$ cat config.mk
export PLATFORM = sky130hd
export DESIGN_NAME = tetris_playfield
export DESIGN_NICKNAME = d
export VERILOG_FILES = /design/src/rtl/tetris_playfield.sv
export SDC_FILE = /design/constraint.sdc
export NUM_CORES = 2
export LEC_CHECK = 0
export BUFFER_PORTS_ARGS = -buffer_cell sky130_fd_sc_hd__buf_4
export CORE_ASPECT_RATIO = 1.4
export CORE_UTILIZATION = 48
export CTS_BUF_LIST = sky130_fd_sc_hd__clkbuf_8
export DETAILED_ROUTE_END_ITERATION = 7
export PLACE_DENSITY = 0.66
export SYNTH_ARGS = -nofsm -noshare
export SYNTH_HDL_FRONTEND = slang
export SYNTH_SLANG_ARGS = --single-unit
export TNS_END_PERCENT = 1
$ cat constraint.sdc
create_clock -name clk -period 12.95 [get_ports clk]
set_input_delay 1.295 -clock clk [delete_from_list [all_inputs] [get_ports clk]]
set_output_delay 1.295 -clock clk [all_outputs]
set_load 0.01 [all_outputs]
$ cat src/rtl/tetris_playfield.sv
// Tetris playfield engine: ROWS x COLS locked grid, one falling piece, collision, line clear, game over.
// Define ROTATE_EN to enable clockwise rotation of the falling piece; rotation is ignored otherwise.

module tetris_playfield #(
  parameter int ROWS     = 16,
  parameter int COLS     = 16,
  parameter int DROP_DIV = 65536,
  parameter int CNT_W    = 16
) (
  input  logic                 clk,
  input  logic                 reset,
  input  logic                 start,
  input  logic                 move_left,
  input  logic                 move_right,
  input  logic                 rotate,
  input  logic [2:0]           piece_sel,
  output logic [ROWS*COLS-1:0] grid_out,
  output logic [CNT_W-1:0]     lines_cleared,
  output logic                 game_over,
  output logic [2:0]           state
);

  localparam int RW = $clog2(ROWS);
  localparam int CW = $clog2(COLS);
  localparam int DW = $clog2(DROP_DIV);
  localparam int PW = $clog2(ROWS + COLS) + 3;

  localparam logic signed [PW-1:0] SPAWN_PC = PW'(COLS / 2 - 2);
  localparam logic signed [PW-1:0] ONE_P    = PW'(1);

  typedef logic [ROWS-1:0][COLS-1:0] grid_t;

  typedef enum logic [2:0] {
    S_IDLE  = 3'd0,
    S_SPAWN = 3'd1,
    S_FALL  = 3'd2,
    S_LOCK  = 3'd3,
    S_CLEAR = 3'd4,
    S_OVER  = 3'd5
  } state_t;

  // Piece masks are 4x4 boxes flattened row-major, bit 15 = box (0,0).
  function automatic logic [15:0] shape_mask(input logic [2:0] sel);
    case (sel)
      3'd0:    return 16'hF000;
      3'd1:    return 16'h6600;
      3'd2:    return 16'hE400;
      3'd3:    return 16'h6C00;
      3'd4:    return 16'hC600;
      3'd5:    return 16'h8E00;
      3'd6:    return 16'h2E00;
      default: return 16'hFF00;
    endcase
  endfunction

  function automatic logic collides(input logic [15:0] m, input int r0, input int c0,
                                    input grid_t g);
    int   r;
    int   c;
    logic hit;
    hit = 1'b0;
    for (int i = 0; i < 4; i++) begin
      for (int j = 0; j < 4; j++) begin
        r = r0 + i;
        c = c0 + j;
        if (m[15 - (4 * i + j)]) begin
          if (c < 0 || c >= COLS || r >= ROWS) hit = 1'b1;
          else if (r >= 0 && g[r[RW-1:0]][c[CW-1:0]]) hit = 1'b1;
        end
      end
    end
    return hit;
  endfunction

  function automatic grid_t place(input logic [15:0] m, input int r0, input int c0);
    grid_t g;
    int    r;
    int    c;
    g = '0;
    for (int i = 0; i < 4; i++) begin
      for (int j = 0; j < 4; j++) begin
        r = r0 + i;
        c = c0 + j;
        if (m[15 - (4 * i + j)] && r >= 0 && r < ROWS && c >= 0 && c < COLS)
          g[r[RW-1:0]][c[CW-1:0]] = 1'b1;
      end
    end
    return g;
  endfunction

  state_t                 st;
  grid_t                  locked;
  logic [15:0]            mask;
  logic signed [PW-1:0]   pr;
  logic signed [PW-1:0]   pc;
  logic [RW-1:0]          scan;
  logic [DW-1:0]          drop_cnt;
  logic                   left_q;
  logic                   right_q;

  logic [15:0]            spawn_mask;
  grid_t                  active;
  logic                   hit_spawn;
  logic                   hit_down;
  logic                   hit_left;
  logic                   hit_right;
  logic                   drop_tick;
  logic                   left_edge;
  logic                   right_edge;
  logic                   show;
  logic [COLS-1:0][ROWS-1:0] grid_view;

  assign spawn_mask = shape_mask(piece_sel);
  assign hit_spawn  = collides(spawn_mask, 0, COLS / 2 - 2, locked);
  assign hit_down   = collides(mask, int'(pr) + 1, int'(pc), locked);
  assign hit_left   = collides(mask, int'(pr), int'(pc) - 1, locked);
  assign hit_right  = collides(mask, int'(pr), int'(pc) + 1, locked);
  assign active     = place(mask, int'(pr), int'(pc));
  assign drop_tick  = (drop_cnt == DW'(DROP_DIV - 1));
  assign left_edge  = move_left & ~left_q;
  assign right_edge = move_right & ~right_q;
  assign show       = (st == S_FALL) || (st == S_LOCK);
  assign state      = st;

`ifdef ROTATE_EN
  function automatic logic [15:0] rotate_cw(input logic [15:0] m);
    logic [15:0] o;
    o = '0;
    for (int i = 0; i < 4; i++)
      for (int j = 0; j < 4; j++)
        o[15 - (4 * j + 3 - i)] = m[15 - (4 * i + j)];
    return o;
  endfunction

  logic        rot_q;
  logic        rot_edge;
  logic        hit_rot;
  logic [15:0] rot_mask;

  assign rot_mask = rotate_cw(mask);
  assign rot_edge = rotate & ~rot_q;
  assign hit_rot  = collides(rot_mask, int'(pr), int'(pc), locked);

  always_ff @(posedge clk or negedge reset) begin
    if (!reset) rot_q <= 1'b0;
    else        rot_q <= rotate;
  end
`else
  logic unused_rotate;
  assign unused_rotate = rotate;
`endif

  // NOTE: every combinational output gets a default first so no path can infer a latch.
  always_comb begin
    grid_view = '0;
    for (int r = 0; r < ROWS; r++)
      for (int c = 0; c < COLS; c++)
        grid_view[c][r] = locked[r][c] | (show & active[r][c]);
  end

  // NOTE: the locked grid is read by collision logic from the first cycle, so it is reset like any register.
  always_ff @(posedge clk or negedge reset) begin
    if (!reset) begin
      st            <= S_IDLE;
      locked        <= '0;
      mask          <= '0;
      pr            <= '0;
      pc            <= '0;
      scan          <= '0;
      drop_cnt      <= '0;
      left_q        <= 1'b0;
      right_q       <= 1'b0;
      lines_cleared <= '0;
      game_over     <= 1'b0;
      grid_out      <= '0;
    end else begin
      // NOTE: sequential state uses non-blocking assignments so every read sees the pre-edge value.
      left_q   <= move_left;
      right_q  <= move_right;
      grid_out <= grid_view;
      case (st)
        S_IDLE: begin
          locked        <= '0;
          lines_cleared <= '0;
          if (start) st <= S_SPAWN;
        end
        S_SPAWN: begin
          mask     <= spawn_mask;
          pr       <= '0;
          pc       <= SPAWN_PC;
          drop_cnt <= '0;
          if (hit_spawn) begin
            st        <= S_OVER;
            game_over <= 1'b1;
          end else begin
            st <= S_FALL;
          end
        end
        S_FALL: begin
          drop_cnt <= drop_tick ? '0 : drop_cnt + DW'(1);
          if (drop_tick) begin
            if (!hit_down) pr <= pr + ONE_P;
            else           st <= S_LOCK;
          end
`ifdef ROTATE_EN
          else if (rot_edge) begin
            if (!hit_rot) mask <= rot_mask;
          end
`endif
          else if (left_edge && !right_edge) begin
            if (!hit_left) pc <= pc - ONE_P;
          end else if (right_edge && !left_edge) begin
            if (!hit_right) pc <= pc + ONE_P;
          end
        end
        S_LOCK: begin
          locked <= locked | active;
          scan   <= RW'(ROWS - 1);
          st     <= S_CLEAR;
        end
        S_CLEAR: begin
          if (&locked[scan]) begin
            // Everything above the full row drops by one; the same index is re-tested next cycle.
            for (int r = 1; r < ROWS; r++)
              if (r <= int'(scan)) locked[r] <= locked[r-1];
            locked[0]     <= '0;
            lines_cleared <= lines_cleared + CNT_W'(1);
          end else if (scan == '0) begin
            st <= S_SPAWN;
          end else begin
            scan <= scan - RW'(1);
          end
        end
        S_OVER: begin
          if (start) begin
            st            <= S_IDLE;
            game_over     <= 1'b0;
            locked        <= '0;
            lines_cleared <= '0;
          end
        end
        default: st <= S_IDLE;
      endcase
    end
  end

endmodule
==> metrics.txt <==
endpoints failing hold=0; CTS sink count=578; number of flops mapped to enable cells by yosys=0; Overflow after GRT=0; Final #Nets=4717; vias in the first global route=40425; most numerous cell in the Yosys netlist=dfrtp_1; largest area contributor in the netlist=dfrtp_1; Distinct cells, synth=94; worst slew pin tran=1.43 ns; CP Launch Type=flop; area added between synthesis and finish=12.3%; first-pass detailed-route iteration total=8; final setup fails=0; status=finished with violations; hpwl dp=155 mm; failing checks=DRC; Core Box Area=81800 sq um; Synth top cells by count=dfrtp_1 (578), nand2_1 (465), o21ai_0 (438); Synth Flop Type=dfrtp_1; drt wl/cell=37.8 um; area share of the leading cell type in the synthesized netlist=0.365; full die area=83800 sq um; cts hold-fix bufs=0; VDD IR max=0.440 mV; H-tree Lvls=3; first-pass GRT wire length=308 mm; gp weighted congestion=1.13; CP max FO=59; clk slew on worst S/H paths=0.06 ns; largest net degree at the start of global routing=172; initial antenna violation count=13; Power Dens Cells=261 nW/um^2; Syn Std Cell Area=39700 sq um; Pleak=0.0180 uW; CTS resizes=0; FMAX=0.139 GHz; register area share after synthesis=0.365; critical path class=flop to flop; minimum clock period=7.22 ns; Final Max Slew Viols=0; Placement Setup Slack=6.02 ns; PortBufs=283; Max-Cap Viols=0; gr usage total=0.519; Max-slew headroom=0.0476; clock tree buffer depth=3; # DRC=25; CP endpoint kind=flop; Ports=285; Syn Nets=4665; DRT antenna net count=0; die width=245 um; YS warnings=0; Initial DRC Count=6866; part of the cycle the worst path needs=0.557; Mean Syn Cell Area=8.59 sq um; DR vias/cell=7.43; asr flop ratio synth=1.00; Seq cells post-synth=578; Die H=342 um; CTS root buffer=clkbuf_8; Initial Util=0.485; Fin Setup TNS=0 ns; CTS tree=yes; Setup Fix Bufs, Post-CTS=0; routed vias=43280; largest cells by area after synthesis=dfrtp_1 (36%), mux2i_1 (5.7%), o21ai_0 (5.5%); Req. time, crit path=13.56 ns; WL final=221 mm; Syn Inst Count=4621; RSZ-0062 raised after global routing=false; Clock Skews=0.0513 ns; Num CTS Buffers=92; HP Class=flop to flop; layout cells sized above 1=0.157; WP data arrival=7.83 ns; FP Rows=124; clk_lat worst skew=0.79 ns; Final Worst Setup Slack=5.73 ns; hold slack=0.495 ns
## area by class of cell
class                           instances  area, sq um
Antenna cell                           13         32.5
Clock inverter                         51          329
Multi-Input combinational cell       3525        23400
Fill cell                            7538        37200
Timing Repair Buffer                  419         3200
Tap cell                             1071         1340
Sequential cell                       578        14500
Inverter                               57          214
Clock buffer                          113         1560
## worst paths after layout
| kind | start | cells past startpoint | endpoint | slack [ns] |
|---|---|---|---|---|
| min in group asynchronous | reset | 1 | pc[2]$_DFFE_PN0P_ | 0.50 |
| max in group asynchronous | reset | 4 | locked[49]$_DFFE_PN0P_ | 9.61 |
| max reg2reg | pr[1]$_DFFE_PN0P_ | 17 | pr[1]$_DFFE_PN0P_ | 5.73 |
| min | drop_cnt[10]$_DFFE_PN0P_ | 1 | drop_cnt[10]$_DFFE_PN0P_ | 0.49 |
| min reg2reg | drop_cnt[10]$_DFFE_PN0P_ | 1 | drop_cnt[10]$_DFFE_PN0P_ | 0.49 |
| max | pr[1]$_DFFE_PN0P_ | 17 | pr[1]$_DFFE_PN0P_ | 5.73 |
## routing by layer
metal	wire (um)	track usage
met5	41	0.00115
met3	28000	0.190
met4	26400	0.503
met1	74600	0.598
met2	91500	0.737
## flip-flops by register name, indices dropped and copies added (netlist names), 3 cells and up
register / cells
drop_cnt: 16
mask: 8
scan: 4
grid_out: 256
pr: 8
pc: 8
state: 3
locked: 256
lines_cleared: 16
## cell usage in the layout (no fill, tap or decap), types with 28 or more instances in the layout
cell | netlist | layout
dfrtp_1 | 578 | 575
inv_1 | 49 | 77
a221oi_1 | 44 | 44
clkbuf_8 | 0 | 113
mux4_2 | 75 | 75
nand2_1 | 465 | 464
nor2b_1 | 32 | 32
a31oi_1 | 54 | 53
and3_1 | 56 | 55
o21a_1 | 205 | 205
a22oi_1 | 216 | 216
ha_1 | 34 | 33
nand4_1 | 79 | 79
buf_4 | 13 | 414
o211ai_1 | 33 | 33
nor2_1 | 355 | 350
mux2_2 | 28 | 28
a21oi_1 | 271 | 271
a221o_1 | 67 | 67
nor3_1 | 65 | 63
o22ai_1 | 105 | 105
a211oi_1 | 52 | 51
mux2i_1 | 227 | 227
nand3_1 | 177 | 177
o21ai_0 | 438 | 431
## where the power goes
part	switching (uW)	internal [uW]	total [uW]
logic	5370	1890	7250
registers	651	2070	2720
clock network	810	836	1650
## worst max-delay path, stage by stage, from the launching register on
cell and delay, ns:
dfrtp_2 0.34, buf_4 0.65, ha_1 0.94, xor2_4 0.16, buf_4 0.50, buf_4 0.51
a21o_1 0.69, nor2_1 0.17, buf_4 0.24, o21ai_0 0.99, nand2b_1 0.20, a31oi_1 0.12
o211ai_1 0.30, o32ai_1 0.13, a21oi_1 0.29, nand4b_4 0.28, o21ai_2 0.37, o22ai_1 0.14
## metrics by stage
stage	instance area (sq um)	util	instances	power, uW
2_1_floorplan	39700	-	4621	6260
3_3_place_gp	42600	0.521	5650	9340
3_5_place_dp	42600	0.521	5650	9370
4_1_cts	44500	0.544	5814	11000
5_1_grt	44500	0.544	5815	11800
6_report	44500	0.545	5827	11600
## logic make-up after synthesis
group | synth area share
AO/OA/AOI/OAI | 0.291
AND/OR/NAND/NOR | 0.159
flip-flops | 0.365
buffers and inverters | 0.0518
multiplexers | 0.111
XOR/XNOR | 0.0108
adder cells (fa/ha/maj) | 0.0112
(Power assumes the default switching activity.)
